File: src/rtl/crossbar_seq.sv
//------------------------------------------------------------------------------
// Module   : crossbar_seq
// Purpose  : Sequences FORM/WRITE/MAC commands into timed setup/pulse/hold
//            drive of the crossbar lines and returns MAC results.
// Revision : 1.0 - initial release
//------------------------------------------------------------------------------
`default_nettype none

module crossbar_seq #(
    parameter int SETUP_CYC = 2,
    parameter int PULSE_CYC = 4,
    parameter int FORM_CYC  = 16,
    parameter int HOLD_CYC  = 2,
    parameter int CNT_W     = 8
) (
    input  logic       clk,
    input  logic       rst,
    input  logic       cmd_valid,
    output logic       cmd_ready,
    input  logic [1:0] cmd_op,
    input  logic [2:0] cmd_row,
    input  logic [2:0] cmd_col,
    input  logic [7:0] cmd_data,
    output logic [7:0] bitline,
    output logic [7:0] wordline,
    output logic [7:0] selectline,
    output logic [7:0] x,
    output logic       wenable,
    output logic       form,
    output logic       mac,
    input  logic [7:0] xb_out,
    output logic       rsp_valid,
    input  logic       rsp_ready,
    output logic [7:0] rsp_data,
    output logic       busy
);

    localparam logic [1:0] c_OP_NOP   = 2'b00;
    localparam logic [1:0] c_OP_FORM  = 2'b01;
    localparam logic [1:0] c_OP_WRITE = 2'b10;
    localparam logic [1:0] c_OP_MAC   = 2'b11;

    localparam logic [CNT_W-1:0] c_SETUP_LD = CNT_W'(SETUP_CYC - 1);
    localparam logic [CNT_W-1:0] c_PULSE_LD = CNT_W'(PULSE_CYC - 1);
    localparam logic [CNT_W-1:0] c_FORM_LD  = CNT_W'(FORM_CYC - 1);
    localparam logic [CNT_W-1:0] c_HOLD_LD  = CNT_W'(HOLD_CYC - 1);

    typedef enum logic [2:0] {
        S_IDLE  = 3'd0,
        S_SETUP = 3'd1,
        S_PULSE = 3'd2,
        S_HOLD  = 3'd3,
        S_RESP  = 3'd4
    } state_t;

    state_t            state_q, state_d;
    logic [CNT_W-1:0]  cnt_q, cnt_d;
    logic [1:0]        op_q, op_d;
    logic [2:0]        row_q, row_d;
    logic [2:0]        col_q, col_d;
    logic [7:0]        data_q, data_d;

    logic [7:0]        bitline_q, bitline_d;
    logic [7:0]        wordline_q, wordline_d;
    logic [7:0]        selectline_q, selectline_d;
    logic [7:0]        x_q, x_d;
    logic              wenable_q, wenable_d;
    logic              form_q, form_d;
    logic              mac_q, mac_d;
    logic              rsp_valid_q, rsp_valid_d;
    logic [7:0]        rsp_data_q, rsp_data_d;
    logic              cmd_ready_q, cmd_ready_d;
    logic              busy_q, busy_d;

    logic              drive_d;
    logic              pulse_d;
    logic              hold_d;

    always_comb begin
        state_d    = state_q;
        cnt_d      = cnt_q;
        op_d       = op_q;
        row_d      = row_q;
        col_d      = col_q;
        data_d     = data_q;
        rsp_data_d = rsp_data_q;

        case (state_q)
            S_IDLE: begin
                if (cmd_valid) begin
                    op_d       = cmd_op;
                    row_d      = cmd_row;
                    col_d      = cmd_col;
                    data_d     = cmd_data;
                    rsp_data_d = 8'h00;
                    if (cmd_op == c_OP_NOP) begin
                        state_d = S_RESP;
                    end else begin
                        state_d = S_SETUP;
                        cnt_d   = c_SETUP_LD;
                    end
                end
            end
            S_SETUP: begin
                if (cnt_q == '0) begin
                    state_d = S_PULSE;
                    cnt_d   = (op_q == c_OP_FORM) ? c_FORM_LD : c_PULSE_LD;
                end else begin
                    cnt_d = cnt_q - CNT_W'(1);
                end
            end
            S_PULSE: begin
                if (cnt_q == '0) begin
                    state_d = S_HOLD;
                    cnt_d   = c_HOLD_LD;
                end else begin
                    cnt_d = cnt_q - CNT_W'(1);
                end
            end
            S_HOLD: begin
                if (cnt_q == '0) begin
                    state_d    = S_RESP;
                    rsp_data_d = (op_q == c_OP_MAC) ? xb_out : 8'h00;
                end else begin
                    cnt_d = cnt_q - CNT_W'(1);
                end
            end
            S_RESP: begin
                if (rsp_ready) begin
                    state_d = S_IDLE;
                end
            end
            default: begin
                state_d = S_IDLE;
                cnt_d   = '0;
            end
        endcase

        // Outputs are decoded from the next state so they register in step with it.
        drive_d = (state_d == S_SETUP) || (state_d == S_PULSE) || (state_d == S_HOLD);
        pulse_d = (state_d == S_PULSE);
        hold_d  = (state_d == S_HOLD);

        bitline_d    = 8'h00;
        wordline_d   = 8'h00;
        selectline_d = 8'h00;
        x_d          = 8'h00;
        if (drive_d) begin
            if (op_d == c_OP_MAC) begin
                wordline_d   = data_d;
                selectline_d = 8'hFF;
            end else begin
                wordline_d   = 8'h01 << row_d;
                selectline_d = 8'h01 << row_d;
                bitline_d    = 8'h01 << col_d;
                x_d          = (op_d == c_OP_WRITE) ? data_d : 8'h00;
            end
        end

        wenable_d   = pulse_d && (op_d == c_OP_WRITE);
        form_d      = pulse_d && (op_d == c_OP_FORM);
        mac_d       = (pulse_d || hold_d) && (op_d == c_OP_MAC);
        rsp_valid_d = (state_d == S_RESP);
        cmd_ready_d = (state_d == S_IDLE);
        busy_d      = (state_d != S_IDLE);
    end

    always_ff @(posedge clk) begin
        if (rst) begin
            state_q      <= S_IDLE;
            cnt_q        <= '0;
            op_q         <= c_OP_NOP;
            row_q        <= 3'd0;
            col_q        <= 3'd0;
            data_q       <= 8'h00;
            bitline_q    <= 8'h00;
            wordline_q   <= 8'h00;
            selectline_q <= 8'h00;
            x_q          <= 8'h00;
            wenable_q    <= 1'b0;
            form_q       <= 1'b0;
            mac_q        <= 1'b0;
            rsp_valid_q  <= 1'b0;
            rsp_data_q   <= 8'h00;
            cmd_ready_q  <= 1'b1;
            busy_q       <= 1'b0;
        end else begin
            state_q      <= state_d;
            cnt_q        <= cnt_d;
            op_q         <= op_d;
            row_q        <= row_d;
            col_q        <= col_d;
            data_q       <= data_d;
            bitline_q    <= bitline_d;
            wordline_q   <= wordline_d;
            selectline_q <= selectline_d;
            x_q          <= x_d;
            wenable_q    <= wenable_d;
            form_q       <= form_d;
            mac_q        <= mac_d;
            rsp_valid_q  <= rsp_valid_d;
            rsp_data_q   <= rsp_data_d;
            cmd_ready_q  <= cmd_ready_d;
            busy_q       <= busy_d;
        end
    end

    assign bitline    = bitline_q;
    assign wordline   = wordline_q;
    assign selectline = selectline_q;
    assign x          = x_q;
    assign wenable    = wenable_q;
    assign form       = form_q;
    assign mac        = mac_q;
    assign rsp_valid  = rsp_valid_q;
    assign rsp_data   = rsp_data_q;
    assign cmd_ready  = cmd_ready_q;
    assign busy       = busy_q;

endmodule

`default_nettype wire

File: config.mk
export PLATFORM = sky130hd
export DESIGN_NAME = crossbar_seq
export DESIGN_NICKNAME = d
export VERILOG_FILES = /design/src/rtl/crossbar_seq.sv
export SDC_FILE = /design/constraint.sdc
export NUM_CORES = 1
export LEC_CHECK = 0
export ABC_AREA = 1
export CORE_MARGIN = 5
export CORE_UTILIZATION = 53
export DETAILED_ROUTE_END_ITERATION = 12
export HOLD_SLACK_MARGIN = 0.06
export PLACE_DENSITY = 0.85
export SLEW_MARGIN = 10
export SYNTH_ARGS = -nofsm -noshare
export SYNTH_HDL_FRONTEND = slang
export SYNTH_SLANG_ARGS = --single-unit
export TNS_END_PERCENT = 20
File: constraint.sdc
create_clock -name clk -period 3.55 [get_ports clk]
set_clock_uncertainty 0.1 [all_clocks]
set_input_delay 0.5325 -clock clk [delete_from_list [all_inputs] [get_ports clk]]
set_output_delay 0.5325 -clock clk [all_outputs]
set_load 0.05 [all_outputs]
==> metrics.txt <==
worst-case vdd ir drop=0.000439 V; hold path cells=2; pin count of the biggest net entering global routing=27; Post-Syn Nets=427; reported leakage power=1.66 nW; area growth from synthesis to layout=31.8%; actual transition at the worst max-transition pin=632 ps; most frequent cells after synthesis=104 x sky130_fd_sc_hd__nand2_1, 73 x sky130_fd_sc_hd__dfxtp_1, 52 x sky130_fd_sc_hd__nor2_1, 41 x sky130_fd_sc_hd__inv_1, 32 x sky130_fd_sc_hd__a21oi_1; share of the clock period used by the worst path=61.0%; TritonCTS clock tree=yes; worst-case setup margin in the final layout=1390 ps; cell count after synthesis=397; Setup violations, final=0; number of inserted diodes=0; fmax=0.462 GHz; number of distinct standard cells referenced by the synthesized netlist=32; Async SR Flop Fraction=0%; total number of H-tree levels=3; category of the most critical setup path=in2reg; worst flop-to-flop path startpoint=state_q[1]$_SDFF_PP0_; fraction of final layout cells with drive strength greater than 1=11.3%; worst-case setup slack after placement=1050 ps; global-route wire length before repair=12.2 mm; Detailed Route WL=7.11 mm; min-delay src=rsp_data[5]$_SDFFE_PP0P_; Finished Core Util=72.0%; leading cell type by number of instances after synthesis=sky130_fd_sc_hd__nand2_1; outcome=complete, no violations; port buffer count=73; initial standard-cell utilization of the core=54.6%; number of violations of the max-capacitance limit=0; total gr overflow=0; half-perimeter wire length after placement=5.20 mm; sequential share of the synthesized area=48.6%; accumulated negative setup slack=0 ps; Slew Viols, Final=0; CTS clk-pin slew, worst paths=80 ps; largest incremental delay on the critical path=450 ps; DRC violation total after the first TritonRoute iteration=184; area inside the core boundary=5510 um2; Clock Tree Root=sky130_fd_sc_hd__clkbuf_8; postcts setup bufs=0; CP arrival=2340 ps; kind of path behind the tightest hold check=reg2reg; Slew Limit Headroom=57.7%; final hold violations=0; cells traversed along the worst timing path=clkdlybuf4s50_1 > inv_1 > nor2_2 > nand2_4 > o21ai_2 > nand2_2 > inv_4 > nand2_1 > a21oi_1; insertion delay of the later-clocked pin in the worst-skew pair=350 ps; Hold-fix buffers, CTS=0; total via count after detailed routing=2,739; gpl congestion=0.806; Avg WL per Cell=12.9 um; number of enable-type register cells in the synthesized netlist=0; RR Endpoint=wordline[0]$_SDFF_PP0_; YS warnings=0; cell with the biggest individual delay on the critical path=sky130_fd_sc_hd__clkdlybuf4s50_1; post-cts sizing count=0; Sink Count=73; Filler Cell Count=413; startpoint types=input pin; Die Outline Area=7280 um2; most instantiated flip-flop cell in the synthesis netlist=sky130_fd_sc_hd__dfxtp_1; number of nets in the finished design=503; time the final worst path needs with I/O delays and setup=2160 ps; placed inst area=3770 um2; aggregate global-route resource usage=20.7%; residual antenna-violating net count after detailed routing=0; RSZ-0062 raised after global routing=no; pwr/cell area=846 nW/um2; area fraction of the dominant cell type after synthesis=48.6%; number of DRC violations after detailed routing=0; cell taking the most area after synthesis=sky130_fd_sc_hd__dfxtp_1; die boundary height=85.3 um; maximum root-to-sink buffer count=2; peak fanout along the critical path=26; summed area of non-filler cells in the final layout=3970 um2; hold-critical path endpoint=rsp_data[5]$_SDFFE_PP0P_; crit end category=flip-flop; combined area of all synthesized cells=3010 um2; io pins=74; Synth Register Bits=73; worst setup slack for register-to-register paths=1590 ps; Die X-Extent=85.3 um; number of global-route vias before repair=2,736; reg2reg path depth=8; total power of the final layout=0.00335 W; number of search-and-repair iterations in the first detailed-routing pass=4; antenna violations before repair=0; vias per cell=4.98; worst path required time=3720 ps; main area contributors after synthesis=sky130_fd_sc_hd__dfxtp_1 49%, sky130_fd_sc_hd__nand2_1 13%, sky130_fd_sc_hd__nor2_1 6.5%, sky130_fd_sc_hd__a21oi_1 5.3%, sky130_fd_sc_hd__nand3_1 5.2%; Inserted Clock Buffers=9; Mapped Avg Cell Area=7.58 um2; Site Rows=27
-- placed cells by master, fill, tap and decap left out, types with 2 or more instances in the layout --
cell	Yosys	layout
sky130_fd_sc_hd__a21oi_1	32	32
sky130_fd_sc_hd__clkbuf_8	0	9
sky130_fd_sc_hd__clkdlybuf4s50_1	0	73
sky130_fd_sc_hd__clkinv_2	0	3
sky130_fd_sc_hd__dfxtp_1	73	73
sky130_fd_sc_hd__ha_1	2	2
sky130_fd_sc_hd__inv_1	41	41
sky130_fd_sc_hd__inv_2	5	5
sky130_fd_sc_hd__nand2_1	104	104
sky130_fd_sc_hd__nand2_2	10	10
sky130_fd_sc_hd__nand2_4	2	2
sky130_fd_sc_hd__nand3_1	31	31
sky130_fd_sc_hd__nand3b_1	2	2
sky130_fd_sc_hd__nor2_1	52	52
sky130_fd_sc_hd__nor2_2	2	2
sky130_fd_sc_hd__nor2_4	7	7
sky130_fd_sc_hd__nor3_1	2	2
sky130_fd_sc_hd__o21ai_0	5	5
sky130_fd_sc_hd__o21ai_2	6	6
sky130_fd_sc_hd__or2_1	2	2
-- through the flow --
stage	cells	hold WS, ps
after floorplan	397	345
after global placement	534	353
after detailed placement	534	357
after CTS	550	368
after global routing	550	384
final	550	365
-- worst max-delay path, delay by kind of cell --
family / cells / cell delay [ps]
buf+inv: 3 / 660
compound gates: 2 / 420
simple gates: 4 / 710
-- layer usage --
layer | routed length (um) | part of all wire [%] | vias up | track usage, %
met5 | 0 | 0 | - | 0
met1 | 3010 | 42 | 1242 | 23.6
met4 | 208 | 2.9 | 0 | 9.93
li1 | - | - | 1394 | -
met3 | 466 | 6.6 | 19 | 6.99
met2 | 3430 | 48 | 84 | 34.7
-- kinds of logic after synthesis --
logic type	share of synthesized area, %
buf+inv	8.11
flops	48.6
fa+ha+maj	0.832
xor+xnor	0.291
compound gates	9.32
simple gates	32.9
-- report_power, final --
part	internal (W)	switching, W
combinational	0.000511	0.00114
sequential	0.000975	0.0000829
clock	0.000324	0.000315
-- flip-flops by register name (all words and copies together) (netlist names) --
signal	count
bitline	8
cnt_q	8
data_q	8
rsp_data	8
selectline	8
wordline	8
x	8
col_q	3
row_q	3
state_q	3
op_q	2
busy	1
cmd_ready	1
form	1
mac	1
rsp_valid	1
wenable	1
-- worst max-delay path by stage --
stage,start,to,slack [ps],depth (start not counted)
finish,cmd_valid,wordline[0]$_SDFF_PP0_,1390,9
detailed placement,cmd_valid,wordline[6]$_SDFF_PP0_,1050,9
global placement,cmd_valid,bitline[3]$_SDFF_PP0_,1160,9
global route,cmd_valid,wordline[3]$_SDFF_PP0_,1180,9
floorplan,cnt_q[0]$_SDFFE_PP0P_,selectline[6]$_SDFF_PP0_,1920,10
CTS,cmd_valid,wordline[0]$_SDFF_PP0_,1390,9
-- layout make-up --
| cell class | count | area (um2) | area share [%] |
|---|---|---|---|
| Inverter | 47 | 179 | 4.51 |
| Sequential cell | 73 | 1460 | 36.9 |
| Clock buffer | 9 | 124 | 3.12 |
| Multi-Input combinational cell | 268 | 1300 | 32.8 |
| Timing Repair Buffer | 74 | 738 | 18.6 |
| Clock inverter | 7 | 70.1 | 1.77 |
| Tap cell | 72 | 90.1 | 2.27 |
Note: power is estimated with default switching activity, not from simulation.
